$ cat src/rtl/sba_apb_bridge.sv
// ---------------------------------------------------------------------------
// sba_apb_bridge
//
// Responder for the debug module's system-bus-access (SBA) master port. Each
// granted SBA transfer becomes exactly one APB3 transfer on a 32-bit lane.
// Only one transfer is in flight at a time.
//
// Ports
//   clk_i, rst_i      clock, synchronous active-high reset
//   req_i .. wdata_i  SBA request side (be_i is ignored, lane = addr_i[2])
//   gnt_o             request accepted (combinational, IDLE only)
//   r_valid_o         one-cycle response pulse, reads and writes alike
//   r_rdata_o, err_o  response payload, held until the next response
//   psel_o .. pwdata_o, prdata_i, pready_i, pslverr_i   APB3 master side
//
// Errors come from pslverr_i or from the ACCESS phase exceeding
// TimeoutCycles cycles; an errored response always returns zero data.
// ---------------------------------------------------------------------------
module sba_apb_bridge #(
    parameter int AddrWidth     = 64,
    parameter int DataWidth     = 64,
    parameter int ApbAddrWidth  = 32,
    parameter int TimeoutCycles = 255
) (
    input  logic                    clk_i,
    input  logic                    rst_i,
    // SBA side
    input  logic                    req_i,
    input  logic                    we_i,
    input  logic [AddrWidth-1:0]    addr_i,
    input  logic [DataWidth/8-1:0]  be_i,
    input  logic [DataWidth-1:0]    wdata_i,
    output logic                    gnt_o,
    output logic                    r_valid_o,
    output logic [DataWidth-1:0]    r_rdata_o,
    output logic                    err_o,
    // APB side
    output logic                    psel_o,
    output logic                    penable_o,
    output logic                    pwrite_o,
    output logic [ApbAddrWidth-1:0] paddr_o,
    output logic [31:0]             pwdata_o,
    input  logic [31:0]             prdata_i,
    input  logic                    pready_i,
    input  logic                    pslverr_i
);

    localparam int CntW = (TimeoutCycles < 2) ? 1 : $clog2(TimeoutCycles + 1);
    localparam logic [CntW-1:0] CntLast = CntW'(TimeoutCycles - 1);

    typedef enum logic [1:0] {
        IDLE   = 2'd0,
        SETUP  = 2'd1,
        ACCESS = 2'd2,
        RESP   = 2'd3
    } state_t;

    state_t state_q, state_d;

    // Captured request
    logic                    we_q;
    logic [ApbAddrWidth-1:0] paddr_q;
    logic [31:0]             pwdata_q;

    // ACCESS-phase wait counter
    logic [CntW-1:0]         cnt_q, cnt_d;

    // Response registers
    logic [DataWidth-1:0]    rdata_q;
    logic                    err_q;

    // Combinational control
    logic                    load_req;
    logic                    load_resp;
    logic                    resp_err_d;
    logic [DataWidth-1:0]    resp_rdata_d;

    // Request decode: word-aligned APB address and 32-bit lane select
    logic [ApbAddrWidth-1:0] paddr_d;
    logic [31:0]             wlane_d;

    assign paddr_d = {addr_i[ApbAddrWidth-1:2], 2'b00};
    assign wlane_d = addr_i[2] ? wdata_i[63:32] : wdata_i[31:0];

    // Byte enables are not used: the APB lane is always a full 32-bit word.
    logic unused_ok;
    assign unused_ok = ^{be_i, addr_i};

    assign r_rdata_o = rdata_q;
    assign err_o     = err_q;

    // -----------------------------------------------------------------------
    // State register
    // -----------------------------------------------------------------------
    always_ff @(posedge clk_i) begin
        if (rst_i) begin
            state_q <= IDLE;
        end else begin
            state_q <= state_d;
        end
    end

    // -----------------------------------------------------------------------
    // Next state and outputs
    // -----------------------------------------------------------------------
    always_comb begin
        state_d      = state_q;
        cnt_d        = cnt_q;
        gnt_o        = 1'b0;
        r_valid_o    = 1'b0;
        psel_o       = 1'b0;
        penable_o    = 1'b0;
        pwrite_o     = 1'b0;
        paddr_o      = '0;
        pwdata_o     = '0;
        load_req     = 1'b0;
        load_resp    = 1'b0;
        resp_err_d   = 1'b0;
        resp_rdata_d = '0;

        case (state_q)
            IDLE: begin
                // Grant is suppressed while reset is held so that a request
                // overlapping reset is never acknowledged.
                gnt_o = req_i & ~rst_i;
                if (req_i) begin
                    load_req = 1'b1;
                    state_d  = SETUP;
                end
            end

            SETUP: begin
                psel_o   = 1'b1;
                pwrite_o = we_q;
                paddr_o  = paddr_q;
                pwdata_o = pwdata_q;
                cnt_d    = '0;
                state_d  = ACCESS;
            end

            ACCESS: begin
                psel_o    = 1'b1;
                penable_o = 1'b1;
                pwrite_o  = we_q;
                paddr_o   = paddr_q;
                pwdata_o  = pwdata_q;
                // A ready slave wins over a timeout landing in the same cycle.
                if (pready_i) begin
                    load_resp    = 1'b1;
                    resp_err_d   = pslverr_i;
                    resp_rdata_d = (!we_q && !pslverr_i) ? {prdata_i, prdata_i} : '0;
                    state_d      = RESP;
                end else if (cnt_q == CntLast) begin
                    load_resp    = 1'b1;
                    resp_err_d   = 1'b1;
                    resp_rdata_d = '0;
                    state_d      = RESP;
                end else begin
                    cnt_d = cnt_q + 1'b1;
                end
            end

            RESP: begin
                r_valid_o = 1'b1;
                state_d   = IDLE;
            end

            default: begin
                state_d = IDLE;
            end
        endcase
    end

    // -----------------------------------------------------------------------
    // Request capture, wait counter and response registers
    // -----------------------------------------------------------------------
    always_ff @(posedge clk_i) begin
        if (rst_i) begin
            we_q     <= 1'b0;
            paddr_q  <= '0;
            pwdata_q <= '0;
            cnt_q    <= '0;
            rdata_q  <= '0;
            err_q    <= 1'b0;
        end else begin
            cnt_q <= cnt_d;
            if (load_req) begin
                we_q     <= we_i;
                paddr_q  <= paddr_d;
                pwdata_q <= wlane_d;
            end
            if (load_resp) begin
                rdata_q <= resp_rdata_d;
                err_q   <= resp_err_d;
            end
        end
    end

endmodule
$ cat config.mk
export PLATFORM = sky130hd
export DESIGN_NAME = sba_apb_bridge
export DESIGN_NICKNAME = d
export VERILOG_FILES = /design/src/rtl/sba_apb_bridge.sv
export SDC_FILE = /design/constraint.sdc
export NUM_CORES = 1
export LEC_CHECK = 0
export BUFFER_PORTS_ARGS = -buffer_cell sky130_fd_sc_hd__buf_2
export CAP_MARGIN = 20
export CELL_PAD_IN_SITES_DETAIL_PLACEMENT = 1
export CELL_PAD_IN_SITES_GLOBAL_PLACEMENT = 1
export CORE_MARGIN = 3
export CORE_UTILIZATION = 30
export CTS_BUF_LIST = sky130_fd_sc_hd__clkbuf_4
export CTS_CLUSTER_SIZE = 16
export DETAILED_ROUTE_END_ITERATION = 10
export PLACE_DENSITY_LB_ADDON = 0.1
export SLEW_MARGIN = 20
export SYNTH_ARGS = -nofsm -noshare
export SYNTH_HDL_FRONTEND = slang
export SYNTH_SLANG_ARGS = --single-unit
$ cat constraint.sdc
create_clock -name clk_i -period 2.19 [get_ports clk_i]
set_clock_uncertainty 0.15 [all_clocks]
set_input_delay 0.438 -clock clk_i [delete_from_list [all_inputs] [get_ports clk_i]]
set_output_delay 0.438 -clock clk_i [all_outputs]
set_load 0.05 [all_outputs]
==> results of run 1 <==
registers in the layout (all words and copies together), names as in the netlist:
name,flops
cnt_q,8
err_o,1
paddr_q,30
pwdata_q,32
r_rdata_o,32
state_q,2
we_q,1
tightest hold or removal path: stages:
cell     delay (ps)
buf_2           100
nand2_1          40
a21oi_1          50
worst paths after layout:
check                                                  end  slack [ps]  depth (start not counted)
worst max-delay path                            paddr_o[7]        -170                          6
worst min-delay path              paddr_q[27]$_SDFFE_PP0P_          50                          3
worst max register to register  r_rdata_o[54]$_SDFFE_PP0P_         300                          7
worst min register to register    paddr_q[17]$_SDFFE_PP0P_         310                          2
per-stage QoR:
stage	power (mW)	instance area, um2	setup slack [ps]	setup TNS, ps
global placement	5.88	6190	143	0
CTS	8.60	7600	-228	-12970
global route	9.27	7720	-256	-14330
detailed placement	5.95	6190	111	0
floorplan	5.04	4900	-54.6	-2950
finish	8.76	7720	-169	-8430
routing by layer:
metal,up-vias,GRT usage,part of all wire
met5,-,0,0
met4,0,0.0531,0.015
met3,15,0.0703,0.077
met2,178,0.346,0.52
met1,2274,0.208,0.39
li1,2332,-,-
area by class of cell:
| class | instances | area, um2 |
|---|---|---|
| Inverter | 4 | 15.0 |
| Fill cell | 1838 | 7700 |
| Clock buffer | 9 | 67.6 |
| Multi-Input combinational cell | 351 | 2380 |
| Clock inverter | 7 | 68.8 |
| Sequential cell | 106 | 2120 |
| Tap cell | 211 | 264 |
| Timing Repair Buffer | 337 | 2800 |
synthesized netlist by cell type (all sizes together), types with 2 or more instances:
library cell    n  share of area
a211oi         33          0.052
a21oi          40          0.042
a22o           32          0.058
and2           64          0.083
buf            53          0.077
clkbuf         21          0.016
dfxtp         106           0.44
ha              6          0.016
inv             4         0.0031
mux2i          33          0.069
nand2          65          0.051
nand2b          5         0.0065
nand3           8         0.0094
nand4           3         0.0070
nor2           38          0.030
nor2b           2         0.0026
nor3            4         0.0042
o21ai           3         0.0055
power groups by stage:
stage,combinational [mW],clock (mW),sequential [mW]
6_report,5.31,0.997,2.46
5_1_grt,5.64,1.12,2.51
4_1_cts,5.09,1.06,2.45
3_5_place_dp,3.47,0,2.49
3_3_place_gp,3.41,0,2.46
2_1_floorplan,2.48,0,2.55
kinds of logic after synthesis:
| logic type | after synthesis |
|---|---|
| AND/OR/NAND/NOR | 194 |
| AO/OA/AOI/OAI | 113 |
| flip-flops | 106 |
| buffers and inverters | 78 |
| multiplexers | 34 |
| adder cells (fa/ha/maj) | 6 |
| XOR/XNOR | 2 |
| other | 1 |
timing repair:
action,in CTS,in global routing
endpoints found under the hold margin,44,1
buffers inserted,7,2
gates resized for setup,208,27
pin swaps,3,2
setup endpoints to repair,66,65
hold buffers,44,1
gates cloned,5,3
==> flow_metrics.env, run 1 <==
export IMPL_dp_hpwl_um=11200
export IMPL_grt_overflow=0
export IMPL_slowest_stage="dfxtp_2"
export IMPL_period_share=1.08
export IMPL_remaining_drc_errors=0
export IMPL_maxCapViolCount=0
export IMPL_clockPowerShare=0.114
export IMPL_grt_pass1_wl_um=27200
export IMPL_die_y_um=133
export IMPL_cts_htree_levels=3
export IMPL_wl_per_cell_um=16.9
export IMPL_io_buffers=263
export IMPL_synth_simple_area_share=0.203
export IMPL_cpLargestDelayFamily="buffers and inverters"
export IMPL_drt_initial_drc_count=148
export IMPL_grt_max_degree=46
export IMPL_placed_cells=948
export IMPL_swShare=0.430
export IMPL_finalCriticalPeriod_ps=2360
export IMPL_drv_slew=0
export IMPL_rsz0062_at_grt="yes"
export IMPL_synth_avg_cell_area_um2=9.01
export IMPL_tritoncts="done"
export IMPL_io_pins=308
export IMPL_final_util=0.501
export IMPL_die_w_um=133
export IMPL_r2r_start="state_q[0]$_SDFFE_PP0P_"
export IMPL_p_leak_nw=3.64
export IMPL_internal_power_mw=4.99
export IMPL_muxShareOfSynthArea=0.0710
export IMPL_pwr_share_comb=0.606
export IMPL_synth_compound_area_frac=0.168
export IMPL_synth_top_family_by_area="simple AND/OR/NAND/NOR gates"
export IMPL_synth_edf_count=0
export IMPL_finalHoldViolCount=0
export IMPL_synth_fa_ha_area_frac=0.0156
export IMPL_vias_per_cell=4.68
export IMPL_cts_inserted_buffers=9
export IMPL_path_class="reg2out"
export IMPL_synthXorXnorAreaFrac=0.00364
export IMPL_fmax_ghz=0.424
export IMPL_initial_core_util=0.312
export IMPL_core_area_mm2=0.0154
export IMPL_dr_pass1_iters=4
export IMPL_wl_um=17300
export IMPL_cp_start_kind="flip-flop"
export IMPL_layout_commonest_cell="buf_2"
export IMPL_crit_buf_inv=4
export IMPL_setup_viol=64
export IMPL_die_area_mm2=0.0176
export IMPL_syn_to_final_growth_pct=60.6
export IMPL_synth_cell_types=40
export IMPL_mostFrequentLayoutCells="buf_2 (198), dfxtp_1 (104), nand2_1 (65)"
export IMPL_first_global_vias=5227
export IMPL_rows=45
export IMPL_synth_flop_cell="dfxtp_1"
export IMPL_fin_cells=1025
export IMPL_ant_nets=0
export IMPL_synthCells=534
export IMPL_p_switching_mw=3.77
export IMPL_crit_chain="inv_2 > ha_4 > buf_12 > clkbuf_16 > and2_4 > buf_8"
export IMPL_timing_hold_ws_ps=46.3
export IMPL_worstHoldStart="addr_i[27]"
export IMPL_clock_sinks=106
export IMPL_yosys_warnings=0
export IMPL_hold_class="in2reg"
export IMPL_grtUsageTotal=0.190
export IMPL_failed_checks="setup timing"
export IMPL_nets=989
export IMPL_ir_worst_vdd_uv=472
export IMPL_end_kind="output pin"
export IMPL_cp_max_fo=5
export IMPL_drive_above_1_share=0.472
export IMPL_clk_latency_ps=460
export IMPL_power_density_mw_per_mm2=1130
export IMPL_netlist_area_mm2=0.00481
export IMPL_setup_ws_ps=-169
export IMPL_crit_arrival_ps=1770
export IMPL_max_stage_delay_ps=370
export IMPL_gp_congestion=0.743
export IMPL_grt_antenna_before_repair=0
export IMPL_async_flop_share=0
export IMPL_cp_required_ps=1600
export IMPL_crit_start="state_q[0]$_SDFFE_PP0P_"
export IMPL_ys_seq_area_frac=0.441
export IMPL_cts_buffer_depth=2
export IMPL_seqPwrFrac=0.281
export IMPL_status="finished, violations left"
export IMPL_path_clk_slew_ps=150
export IMPL_ys_ff_latch=106
export IMPL_root_buffer="clkbuf_4"
export IMPL_vias=4799
export IMPL_antennaDiodeCount=0
No activity file was read; power rests on OpenSTA's default activity.
==> run 2, diff against run 1 <==
Settings changed: REMOVE_ABC_BUFFERS set to 1.
==> run 2 against run 1 <==
- the flow still finishes with violations (setup timing)
- sequential share of layout area down 0.95 points
- combinational power grew 3%
- final cell count grew 1.8%
- count of clock-buffer cells in the layout is the same
- critical path type unchanged
- non-clock buffer count increased by 18
- core utilization grew 1.8 points
- routed wire length grew 3.2%
- die area stayed put
- largest cell class unchanged
- critical path depth unchanged
==> flow_metrics.env, run 2 (synthesized netlist as in run 1, its figures left out) <==
export IMPL_io_buffers=263
export IMPL_power_density_mw_per_mm2=1130
export IMPL_cp_start_kind="flip-flop"
export IMPL_cts_buffer_depth=2
export IMPL_io_pins=308
export IMPL_grt_max_degree=34
export IMPL_nFillCells=1799
export IMPL_vias=4946
export IMPL_dr_pass1_iters=4
export IMPL_layout_commonest_cell="buf_2"
export IMPL_grt_overflow=0
export IMPL_end_kind="output pin"
export IMPL_finalCriticalPeriod_ps=2370
export IMPL_vias_per_cell=4.74
export IMPL_ir_worst_vdd_uv=681
export IMPL_drive_above_1_share=0.465
export IMPL_antennaDiodeCount=0
export IMPL_cp_required_ps=1600
export IMPL_p_leak_nw=3.75
export IMPL_dp_hpwl_um=11300
export IMPL_status="finished, violations left"
export IMPL_cp_max_fo=6
export IMPL_r2r_setup_slack_ps=300
export IMPL_drt_initial_drc_count=150
export IMPL_wl_per_cell_um=17.2
export IMPL_post_dp_cell_area_mm2=0.00611
export IMPL_hold_class="in2reg"
export IMPL_gp_congestion=0.731
export IMPL_rows=45
export IMPL_r2r_start="state_q[0]$_SDFFE_PP0P_"
export IMPL_min_to="pwdata_q[12]$_SDFFE_PP0P_"
export IMPL_drv_slew=0
export IMPL_total_power_mw=9.01
export IMPL_grt_pass1_wl_um=27600
export IMPL_mostFrequentLayoutCells="buf_2 (197), dfxtp_1 (104), nand2_1 (65)"
export IMPL_cts_inserted_buffers=9
export IMPL_failed_checks="setup timing"
export IMPL_cts_htree_levels=3
export IMPL_maxCapViolCount=0
export IMPL_first_global_vias=5223
export IMPL_path_clk_slew_ps=170
export IMPL_syn_to_final_growth_pct=66.3
export IMPL_seq_area_mm2=0.00212
export IMPL_grt_antenna_before_repair=0
export IMPL_clk_latency_ps=480
export IMPL_remaining_drc_errors=0
export IMPL_wl_um=17900
export IMPL_die_area_mm2=0.0176
export IMPL_tritoncts="done"
export IMPL_worstHoldStart="wdata_i[12]"
export IMPL_crit_arrival_ps=1780
export IMPL_r2r_end="cnt_q[1]$_SDFFE_PP0P_"
export IMPL_core_area_mm2=0.0154
export IMPL_setup_ws_ps=-179
export IMPL_multiInputGateArea_mm2=0.00242
export IMPL_die_y_um=133
export IMPL_die_w_um=133
export IMPL_clock_sinks=106
export IMPL_fmax_ghz=0.422
export IMPL_path_class="reg2out"
export IMPL_min_path_cells=3
export IMPL_final_cell_area_mm2=0.00800
export IMPL_rsz0062_at_grt="yes"
export IMPL_setup_viol=64
export IMPL_period_share=1.08
export IMPL_ant_nets=0
export IMPL_finalHoldViolCount=0
export IMPL_nets=1007
export IMPL_reg2reg_depth=9
export IMPL_grtUsageTotal=0.195
export IMPL_fin_tns_setup_ps=-9120
export IMPL_initial_core_util=0.312
export IMPL_root_buffer="clkbuf_4"
## run 2: cell count changes in the layout (fill, tap and decap cells not counted), sizes merged
cell / before / now
dlygate4sd3: 45 / 62
inv: 5 / 8
clkinv: 4 / 2
buf: 290 / 291
clkinvlp: 1 / 0
## run 2: worst max-delay path, stage by stage (launching register included)
cell and delay, ps:
dfxtp_2 370, inv_2 50, ha_4 290, buf_8 140
clkbuf_16 160, and2_4 150, buf_8 140
## run 2: routing by layer
layer / GRT usage / vias to the layer above / part of all wire
met5: 0 / - / 0
met3: 0.0654 / 28 / 0.068
met1: 0.209 / 2370 / 0.38
met4: 0.0554 / 0 / 0.023
met2: 0.363 / 168 / 0.53
li1: - / 2380 / -
## run 2: worst max path at each step
| stage | startpoint | to | slack [ps] | cells past startpoint |
|---|---|---|---|---|
| 3_5_place_dp | state_q[0]$_SDFFE_PP0P_ | paddr_o[3] | 110 | 5 |
| 4_1_cts | state_q[0]$_SDFFE_PP0P_ | paddr_o[24] | -250 | 6 |
| 5_1_grt | state_q[0]$_SDFFE_PP0P_ | pwdata_o[13] | -290 | 6 |
| 2_1_floorplan | state_q[1]$_SDFFE_PP0P_ | pwdata_q[0]$_SDFFE_PP0P_ | -570 | 5 |
| 3_3_place_gp | state_q[0]$_SDFFE_PP0P_ | paddr_o[3] | 150 | 5 |
| 6_report | state_q[1]$_SDFFE_PP0P_ | pwdata_o[18] | -180 | 6 |
## run 2: repair_timing
item / CTS / global route
gates cloned: 4 / 3
setup endpoints to repair: 66 / 66
setup buffers: 8 / 2
hold buffers: 62 / 0
resized for setup: 193 / 87
endpoints found under the hold margin: 62 / 0
pin swaps: 1 / 1
## run 2: cell type report
class | instances | area share
inverter | 4 | 0.00188
clock buffer | 9 | 0.00845
timing repair buffer | 355 | 0.378
sequential | 106 | 0.266
multi-input combinational | 351 | 0.302
tap | 211 | 0.0330
clock inverter | 7 | 0.0103
## run 2: stage by stage
| step | utilization | setup slack (ps) | hold slack [ps] | instances |
|---|---|---|---|---|
| after floorplan | - | -571 | 276 | 461 |
| after global placement | 0.396 | 147 | 288 | 948 |
| after detailed placement | 0.396 | 105 | 292 | 948 |
| after CTS | 0.495 | -248 | 65.2 | 1038 |
| after global routing | 0.518 | -290 | 71.8 | 1043 |
| final | 0.518 | -179 | 118 | 1043 |
## run 2: where the power goes
| group | internal (mW) | total [mW] | switching, mW |
|---|---|---|---|
| Clock | 0.370 | 1.09 | 0.720 |
| Sequential | 2.27 | 2.46 | 0.191 |
| Combinational | 2.46 | 5.46 | 3.00 |
| Total | 5.11 | 9.01 | 3.91 |
